`src/rtl/counter_snapshot_tx.sv`:
```
// Snapshots two counter values on request and streams them out as a framed byte sequence
// (header, counter 0 LSB-first, counter 1 LSB-first, XOR checksum) over a valid/ready link.
//
// state  | meaning
// -------+------------------------------------------------------------
// S_IDLE | no frame in progress, waiting for Req
// S_HDR  | presenting the constant header byte
// S_C0   | presenting counter 0 snapshot bytes, LSB first
// S_C1   | presenting counter 1 snapshot bytes, LSB first
// S_SUM  | presenting the checksum byte with TxLast; Req here chains a new frame
module counter_snapshot_tx #(
   parameter int             CNT_W    = 64,
   parameter logic [7:0]     HDR_BYTE = 8'hA5
) (
   input  logic             Clk,
   input  logic             Reset,
   input  logic [CNT_W-1:0] Cnt0,
   input  logic [CNT_W-1:0] Cnt1,
   input  logic             Req,
   output logic             Busy,
   output logic [7:0]       TxData,
   output logic             TxValid,
   input  logic             TxReady,
   output logic             TxLast,
   output logic [7:0]       Dropped
);

   localparam int            NB       = CNT_W / 8;
   localparam int            BW       = (NB > 1) ? $clog2(NB) : 1;
   localparam logic [BW-1:0] LAST_IDX = BW'(NB - 1);

   typedef enum logic [2:0] {S_IDLE, S_HDR, S_C0, S_C1, S_SUM} state_t;

   state_t           state, state_nxt;
   logic [CNT_W-1:0] snap0, snap1;
   logic [BW-1:0]    byte_cnt;
   logic [7:0]       sum, sum_new;
   logic             xfer, start, last_byte;

   assign xfer      = TxValid && TxReady;
   assign last_byte = (byte_cnt == '0);

   always_comb begin
      sum_new = HDR_BYTE;
      for (int i = 0; i < NB; i++) begin
         sum_new = sum_new ^ Cnt0[i*8 +: 8] ^ Cnt1[i*8 +: 8];
      end
   end

   always_ff @(posedge Clk or posedge Reset) begin
      if (Reset) state <= S_IDLE;
      else       state <= state_nxt;
   end

   always_comb begin
      state_nxt = state;
      start     = 1'b0;
      case (state)
         S_IDLE: if (Req) begin
            start     = 1'b1;
            state_nxt = S_HDR;
         end
         S_HDR:  if (xfer) state_nxt = S_C0;
         S_C0:   if (xfer && last_byte) state_nxt = S_C1;
         S_C1:   if (xfer && last_byte) state_nxt = S_SUM;
         S_SUM:  if (xfer) begin
            if (Req) begin
               start     = 1'b1;
               state_nxt = S_HDR;
            end else begin
               state_nxt = S_IDLE;
            end
         end
         default: state_nxt = S_IDLE;
      endcase
   end

   // Outputs decode straight from state so an async reset clears them immediately.
   always_comb begin
      TxValid = (state != S_IDLE);
      Busy    = (state != S_IDLE);
      TxLast  = (state == S_SUM);
      case (state)
         S_HDR:   TxData = HDR_BYTE;
         S_C0:    TxData = snap0[7:0];
         S_C1:    TxData = snap1[7:0];
         S_SUM:   TxData = sum;
         default: TxData = 8'h00;
      endcase
   end

   // Snapshots shift right as bytes leave, so the current byte is always bits [7:0].
   always_ff @(posedge Clk or posedge Reset) begin
      if (Reset) begin
         snap0    <= '0;
         snap1    <= '0;
         byte_cnt <= '0;
         sum      <= 8'h00;
      end else if (start) begin
         snap0 <= Cnt0;
         snap1 <= Cnt1;
         sum   <= sum_new;
      end else if (xfer) begin
         case (state)
            S_HDR: byte_cnt <= LAST_IDX;
            S_C0: begin
               snap0    <= snap0 >> 8;
               byte_cnt <= last_byte ? LAST_IDX : byte_cnt - 1'b1;
            end
            S_C1: begin
               snap1    <= snap1 >> 8;
               byte_cnt <= byte_cnt - 1'b1;
            end
            default: ;
         endcase
      end
   end

   always_ff @(posedge Clk or posedge Reset) begin
      if (Reset)
         Dropped <= 8'h00;
      else if (Req && Busy && !start && Dropped != 8'hFF)
         Dropped <= Dropped + 8'h01;
   end

endmodule

```
`config.mk`:
```
export PLATFORM = sky130hd
export DESIGN_NAME = counter_snapshot_tx
export DESIGN_NICKNAME = d
export VERILOG_FILES = /design/src/rtl/counter_snapshot_tx.sv
export SDC_FILE = /design/constraint.sdc
export NUM_CORES = 1
export LEC_CHECK = 0
export BUFFER_PORTS_ARGS = -buffer_cell sky130_fd_sc_hd__clkbuf_2
export CORE_MARGIN = 4
export CORE_UTILIZATION = 45
export DETAILED_ROUTE_END_ITERATION = 12
export PLACE_DENSITY_LB_ADDON = 0.1
export SYNTH_ARGS = -nofsm -noshare
export SYNTH_HDL_FRONTEND = slang
export SYNTH_SLANG_ARGS = --single-unit
```
`constraint.sdc`:
```
create_clock -name Clk -period 6.5 [get_ports Clk]
set_input_delay 0.975 -clock Clk [delete_from_list [all_inputs] [get_ports Clk]]
set_output_delay 0.975 -clock Clk [all_outputs]
set_load 0.05 [all_outputs]
```
-- Word level (Yosys, flattened, before mapping)
Cells that the tools add are included.
- bits in registers: 150
- add/subtract/negate cells: 2
- bitwise operators: 17
- multiplexer cells: 19
- reductions and logical operators: 17
- eq/ne operators: 10
- operator list (cell ; count):
    2-to-1 mux 64 bit ; 6
    XOR 8 bit ; 15
    one-hot mux 8 bit (4 select lines) ; 1
    2-to-1 mux 3 bit ; 6
    one-hot mux 3 bit (5 select lines) ; 1
    one-hot mux 3 bit (3 select lines) ; 1
    adder 8 x 1 -> 8 bit, second input constant ; 1
    != test 2 bit, second input constant ; 4
    != test 8 bit, second input constant ; 1
    == test 3 x 2 -> 1 bit, second input constant ; 2
    zero test 3 bit ; 2
    nonzero test 2 bit ; 3
    nonzero test 3 bit ; 2
    logical AND 1 bit ; 5
    AND reduction 5 bit ; 1
    inverter 4 bit ; 1
    AND reduction 2 bit ; 2
    == test 3 x 1 -> 1 bit, second input constant ; 1
    == test 3 bit, second input constant ; 1
    2-to-1 mux 1 bit ; 3
    AND reduction 3 bit ; 1
    subtractor 3 x 1 -> 3 bit, second input constant ; 1
    != test 2 x 1 -> 1 bit, second input constant ; 1
    one-hot mux 1 bit (2 select lines) ; 1
    2 further kinds ; 2

-- Logic depth before layout (Yosys ltp)
Gate-level depths: netlist of the first run.
- depth after elaboration: 16
- depth in mapped cells: 8

-- Least setup slack after synthesis of the first run
Ideal clock, no wire load.
- path type: register to output
- start point: reg state[1]
- end point: out TxData[1]
- path slack: 3.561 ns
- stages on the path, launching flop included: 6
- arrival time: 1.964 ns
- cell sequence: dfrtp_1 nor2_1 and2_0 clkbuf_1 nand2_1 o21ai_0
- cells in the longest elaborated chain, start to end: 2
- elaborated cells between the ends (all ways): 5
- classes of those cells: eq/ne: 4; mux: 1
- RTL lines (item ; RTL line ; source):
    start, declared ; 34 ; state_t state, state_nxt;
    start signal, assigned ; 52 ; else state <= state_nxt;
    == test 3 bit ; -- ;
    named net TxLast ; 24 ; output logic TxLast,
    one-hot mux 8 bit (4 select lines) ; 83 ; case (state)
    end, declared ; 21 ; output logic [7:0] TxData,
The timed path passes the listed nets, and every way through them passes these cells.

-- Worst setup path in the final report of the first run
- start point: reg state[0]
- end point: out TxData[6]
- cells in the longest elaborated chain, start to end: 2
- elaborated cells between the ends (all ways): 5
- classes of those cells: eq/ne: 4; mux: 1
- RTL lines (item ; RTL line):
    == test 3 bit (tied with other cells) ; 83
    one-hot mux 8 bit (4 select lines) * ; 83
Mark *: on every way between the ends. The rest lies on a longest branch, timed or not.

==> results of run 1 <==
-- stage by stage --
| stage | hold WS, ns | utilization |
|---|---|---|
| 2_1_floorplan | 0.440 | - |
| 3_3_place_gp | 0.463 | 0.505 |
| 3_5_place_dp | 0.468 | 0.505 |
| 4_1_cts | 0.485 | 0.540 |
| 5_1_grt | 0.514 | 0.540 |
| 6_report | 0.476 | 0.540 |
-- final timing paths --
kind,startpoint,to,slack [ns],cells after the start
worst max-delay path,state[0],TxData[6],2.63,5
worst min-delay path,sum[3],sum[3],0.48,2
worst max register to register,state[0],snap1[16],3.07,6
worst min register to register,sum[3],sum[3],0.48,2
max in group asynchronous,Reset,snap1[1],4.40,3
min in group asynchronous,Reset,Dropped[1],0.69,2
-- cells in the final DEF, fill, tap and decap left out, drive strengths merged, types with 2 or more instances in the layout --
cell type / netlist / final
nand4: 2 / 2
a31oi: 97 / 97
nor2b: 3 / 3
a22o: 8 / 8
inv: 6 / 6
o22ai: 20 / 20
clkinvlp: 0 / 4
mux2i: 5 / 5
xnor2: 110 / 110
a21oi: 18 / 18
nor3b: 9 / 9
and3: 2 / 2
buf: 45 / 5
nand2b: 6 / 6
nand3: 5 / 5
dfrtp: 150 / 150
xor2: 14 / 14
clkinv: 0 / 5
mux2: 2 / 2
o21ai: 23 / 23
a22oi: 4 / 4
bufinv: 0 / 3
ha: 3 / 3
nand2: 222 / 222
and2: 2 / 2
clkbuf: 12 / 170
nor2: 136 / 136
-- per-layer routing --
| metal | vias to the layer above | track usage |
|---|---|---|
| li1 | 3299 | - |
| met1 | 3148 | 0.341 |
| met2 | 190 | 0.320 |
| met3 | 17 | 0.0553 |
| met4 | 0 | 0.0459 |
| met5 | - | 0 |
-- power by group --
part / internal, mW / total, mW / switching, mW
Combinational: 0.558 / 1.50 / 0.947
Clock: 0.623 / 1.02 / 0.396
Sequential: 1.35 / 1.63 / 0.284
Total: 2.53 / 4.15 / 1.63
-- sequential cells by signal, indices dropped and copies added (netlist names) --
| name | cells |
|---|---|
| state | 3 |
| Dropped | 8 |
| snap1 | 64 |
| sum | 8 |
| snap0 | 64 |
| byte_cnt | 3 |
-- cell type report --
type	instances	area, um^2
Sequential cell	150	3750
Clock inverter	12	153
Fill cell	1662	7980
Multi-Input combinational cell	704	3920
Clock buffer	20	457
Timing Repair Buffer	155	788
Tap cell	225	282
Inverter	6	27.5
-- worst max-delay path: cells and delay by family, from the launching register on --
kind / cells / cell delay, ns
DFF: 1 / 0.81
buffers and inverters: 1 / 0.32
and+or+nand+nor: 3 / 1.24
AOI/OAI and AO/OA: 1 / 0.11
-- cell families after synthesis --
group | synth area share
AO/OA/AOI/OAI | 0.138
XOR/XNOR | 0.136
adder cells (fa/ha/maj) | 0.00470
buffers and inverters | 0.0415
flip-flops | 0.470
multiplexers | 0.00909
AND/OR/NAND/NOR | 0.201
==> key figures, run 1 <==
Power and ir drop
  • Power, Total: between 4 and 5 mW
  • PD cells: between 400 and 500 nW/um^2
  • Lkg Pwr: between 4 and 5 nW
  • Peak VDD IR: roughly 340 uV

Worst setup path
  • Crit path launch type: register
  • Crit path cell chain: nor2_1, and2_0, nand2_1, o21ai_0, clkbuf_2
  • Kind of critical path: reg2out
  • Crit. End Element: output port
  • Worst path max stage delay: 0.81 ns
  • Critical path required time: between 5 and 6 ns
  • CP arrival: between 2 and 3 ns
  • Crit Path Max Fanout: 30
  • Crit-path slowest cell: dfrtp_1

Worst hold path
  • Worst hold path class: reg2reg

Synthesis
  • Post-synthesis net count: ~1100
  • Number of synthesized flops with an enable pin: 0
  • Unique masters post-synth: 45
  • Register area share after synthesis: 0.470
  • Syn Inst Count: 917
  • Post-synth top area cell: dfrtp_1
  • Count leader, synth: nand2_1
  • Flops & latches, synth: 150
  • Yosys warning count: 0
  • Synth Flop Type: dfrtp_1
  • Synth top area share: 0.470
  • Avg Synthesized Cell Area: 8.71 um^2
  • Commonest cells in the netlist: nand2_1 (220), dfrtp_1 (150), nor2_1 (135), xnor2_1 (110), a31oi_1 (97)
  • Mapped cell area: between 7000 and 8000 um^2
  • FFs w/ async S/R, synth: 1.00
  • Dominant cells by area after synthesis: dfrtp_1 (47%), xnor2_1 (12%), nand2_1 (10%), a31oi_1 (7.6%), nor2_1 (6.3%)

Floorplan
  • Row count: between 40 and 50
  • Die width: 141 um
  • I/O Pins: approximately 150
  • Initial core utilization: 0.460
  • Floorplan core area: 17400 um^2
  • DIE HEIGHT: roughly 140 um
  • Die area: approximately 20000 um^2

STA
  • Crit path time final: a little under 4 ns
  • Slew Viols, Final: 0
  • Achievable Freq: 258 MHz
  • Final Hold Fails: 0
  • RSZ-0062 raised after global routing: false
  • Clock skew: 0.00911 ns
  • Final setup viols: 0
  • Rel. slew slack: 0.220
  • Worst-margin pin slew: roughly 1.2 ns
  • TNS Setup: 0 ns
  • Final worst setup slack: between 2 and 3 ns
  • Fin crit share: 0.595

Clock tree
  • CTS tree: built
  • Clock buffer count from CTS: 17
  • Setup bufs post-CTS: 0
  • CTS H-tree depth: 4
  • Root Driver: clkbuf_16
  • Deepest clock path buffer count: 2
  • Worst-path clk slew: 0.06 ns
  • Hold_buf cts: 0
  • Post-cts resize count: 0
  • Sink Count: 150
  • Clk Latency, worst-skew pair: around 0.43 ns

Detailed routing
  • WL per Instance: between 15 and 20 um
  • Drt pass-1 iters: 5
  • Final WL: ~22 mm
  • Met3 wire len: approximately 1.3 mm
  • Drt drc: 0
  • Via/cell ratio: 5.23
  • Top sig layer: met4
  • Routed met2 length: 9.60 mm
  • Post-route ant nets: 0
  • Vias: 6654
  • Initial DRC count: about 630
  • WL met1: ~11 mm

Final layout
  • Layout cells sized above 1: 0.190
  • Final #Nets: between 1000 and 1500
  • N_diodes: 0
  • Design area: ~9400 um^2
  • Layout Cells excl Fill: 1272
  • Synth-to-Final Area Change: 17.5%

Outcome
  • Status: complete, no violations

Placed design
  • HPWL after DPL: 15.6 mm
  • Dpl cells: ~1200
  • RD Place Congestion: just over 0.8
  • Post-DP Area: between 8000 and 9000 um^2
  • DP Worst Slack: approximately 3 ns
  • IO buf count: 150

Global route
  • Vias in the first global route: 6361
  • Gr ovfl total: 0
  • Largest net degree at the start of global routing: 105
  • GRT Util Overall: 0.223
  • Initial antenna violation count: 0
  • First-pass GRT wire length: roughly 35 mm

Job
  • # Max-Cap Violations: 0
Power figures use the tool's default switching activity.
==> run 2, diff against run 1 <==
==> constraint.sdc (replaced) <==
create_clock -name Clk -period 3.7 [get_ports Clk]
set_input_delay 0.555 -clock Clk [delete_from_list [all_inputs] [get_ports Clk]]
set_output_delay 0.555 -clock Clk [all_outputs]
set_load 0.05 [all_outputs]
==> key figures, run 2 (synthesis gave the netlist of run 1 again) <==
Clock tree
  • Post-cts resize count: 0 (unchanged)
  • CTS H-tree depth: 4 (unchanged)
  • Clk Latency, worst-skew pair: 0.42 ns (about the same)
  • Setup bufs post-CTS: 0 (unchanged)
  • Hold_buf cts: 0 (unchanged)
  • CTS tree: built
  • Root Driver: clkbuf_16
  • Sink Count: 150 (unchanged)
  • Worst-path clk slew: 0.06 ns (about the same)
  • Deepest clock path buffer count: 2 (unchanged)
  • Clock buffer count from CTS: 17 (unchanged)

Final layout
  • N_diodes: 0 (unchanged)
  • Design area: 9480 um^2 (+1.0%)
  • Layout cells sized above 1: 0.191 (+0.00118)
  • Util after Layout: 0.546 (+0.00562)
  • Layout Cells excl Fill: 1276 (+0.31%)
  • Biggest regs: snap0 (64), snap1 (64)
  • Synth-to-Final Area Change: 18.7%
  • Commonest non-fill, non-tap cell in the layout: nand2_1
  • Final #Nets: 1173 (+0.34%)
  • Most frequent cells in the layout: nand2_1 (220), dfrtp_1 (150), clkbuf_2 (150)
  • Fillers: 1639 (-1.4%)

Worst setup path
  • Crit path launch type: register
  • R2R depth: 5 (-1)
  • Kind of critical path: reg2out
  • Crit. End Element: output port
  • CP arrival: 2.57 ns (-0.32 ns)
  • Crit Path Max Fanout: 21 (-30%)
  • Critical path required time: 3.14 ns (-2.38 ns)

Placed design
  • Post-DP Area: 8860 um^2 (+1.0%)
  • IO buf count: 150 (unchanged)
  • RD Place Congestion: 0.815 (+0.64%)
  • Dpl cells: 1244 (+0.32%)
  • HPWL after DPL: 15.9 mm (+2.0%)

STA
  • TNS Setup: 0 ns (unchanged)
  • Clock skew: 0.00957 ns (+0.000460 ns)
  • Slew Viols, Final: 0 (unchanged)
  • Crit path time final: between 3 and 4 ns
  • Worst hold slack: 0.297 ns (-0.179 ns)
  • Fin crit share: 0.844
  • RSZ-0062 raised after global routing: false
  • Worst-margin pin slew: 0.977 ns (-0.193 ns)
  • Final Hold Fails: 0 (unchanged)
  • Rel. slew slack: 0.349 (+0.129)
  • Final setup viols: 0 (unchanged)
  • Achievable Freq: approximately 320 MHz

Detailed routing
  • Initial DRC count: 552 (-13%)
  • Via/cell ratio: 5.24 (+0.12%)
  • Post-route ant nets: 0 (unchanged)
  • Vias: 6683 (+0.44%)
  • Drt drc: 0 (unchanged)
  • WL per Instance: 17.2 um (-0.77%)
  • Final WL: 22.0 mm (-0.45%)
  • Drt pass-1 iters: 8 (+3)

Power and ir drop
  • Lkg Pwr: 4.20 nW (+0.85%)
  • Combinational group share of total power: 0.364 (+0.002)
  • Sw Ratio: 0.388 (-0.00350)
  • Peak VDD IR: 674 uV (+100%)
  • Clock share of power: 0.247 (+0.002)
  • Psw: 2.85 mW (+75%)
  • Cell Int Power: 4.49 mW (+78%)
  • Sequential Power Share: 0.389 (-0.003)
  • PD cells: 775 nW/um^2 (+75%)

Floorplan
  • DIE HEIGHT: 141 um (unchanged)
  • Row count: 48 (unchanged)
  • I/O Pins: 151 (unchanged)
  • Die width: 141 um (unchanged)
  • Initial core utilization: 0.460 (unchanged)
  • Floorplan core area: 17400 um^2 (unchanged)
  • Die area: 19900 um^2 (unchanged)

Global route
  • Vias in the first global route: 6246 (-1.8%)
  • Largest net degree at the start of global routing: 105 (unchanged)
  • First-pass GRT wire length: 34.4 mm (-0.93%)
  • Initial antenna violation count: 0 (unchanged)
  • Gr ovfl total: 0 (unchanged)
  • GRT Util Overall: 0.222 (-0.000697)

Worst hold path
  • Worst hold path class: in2async

Job
  • # Max-Cap Violations: 0 (unchanged)

Outcome
  • Status: complete, no violations
==> run 2: changes by cell type in the layout (fill, tap and decap cells not counted) <==
cell / change
buf_12: +5
buf_4: -1
clkbuf_1: +2
clkbuf_8: -2
clkinv_4: +1
bufinv_16: +1
inv_6: -1
clkinv_2: -1
==> run 2: stage by stage <==
step,worst slack [ns],total power [mW]
floorplan,1.18,4.86
finish,0.577,7.34
detailed placement,1.04,5.56
global placement,1.16,5.51
CTS,0.568,7.40
global route,0.434,7.85
==> run 2: cell type report <==
class | count | area (um^2) | share of cell area
Clock buffer | 20 | 437 | 0.0461
Multi-Input combinational cell | 704 | 3920 | 0.413
Clock inverter | 12 | 179 | 0.0189
Tap cell | 225 | 282 | 0.0297
Timing Repair Buffer | 159 | 881 | 0.0930
Sequential cell | 150 | 3750 | 0.396
Inverter | 6 | 26.3 | 0.00277
==> run 2: worst max-delay path, stage by stage (launching register included) <==
cell and delay, ns:
dfrtp_1 0.62, nor2_1 0.52, and2_0 0.47, nand2_1 0.12, o21ai_0 0.10, clkbuf_2 0.31
==> run 2: power by group through the flow <==
stage	Clock, mW	Sequential (mW)	Combinational, mW
detailed placement	0	2.87	2.69
global placement	0	2.87	2.64
CTS	1.86	2.85	2.69
global route	1.93	2.95	2.97
floorplan	0	2.84	2.02
finish	1.82	2.86	2.67
==> run 2: final timing paths <==
| kind | startpoint | to | slack (ns) |
|---|---|---|---|
| max | state[1] | TxData[4] | 0.58 |
| min reg2reg | byte_cnt[2] | byte_cnt[2] | 0.48 |
| min in group Clk | Cnt0[35] | snap0[35] | 0.39 |
| max in group asynchronous | Reset | snap0[34] | 2.57 |
| max reg2reg | state[1] | snap0[52] | 1.24 |
| min | Reset | snap1[11] | 0.30 |
==> run 2: per-layer routing <==
layer	vias to the layer above	share of wire	global-route usage
met1	3187	0.49	0.343
met3	11	0.057	0.0526
met2	174	0.44	0.317
met4	0	0.0082	0.0469
li1	3311	-	-
met5	-	0	0
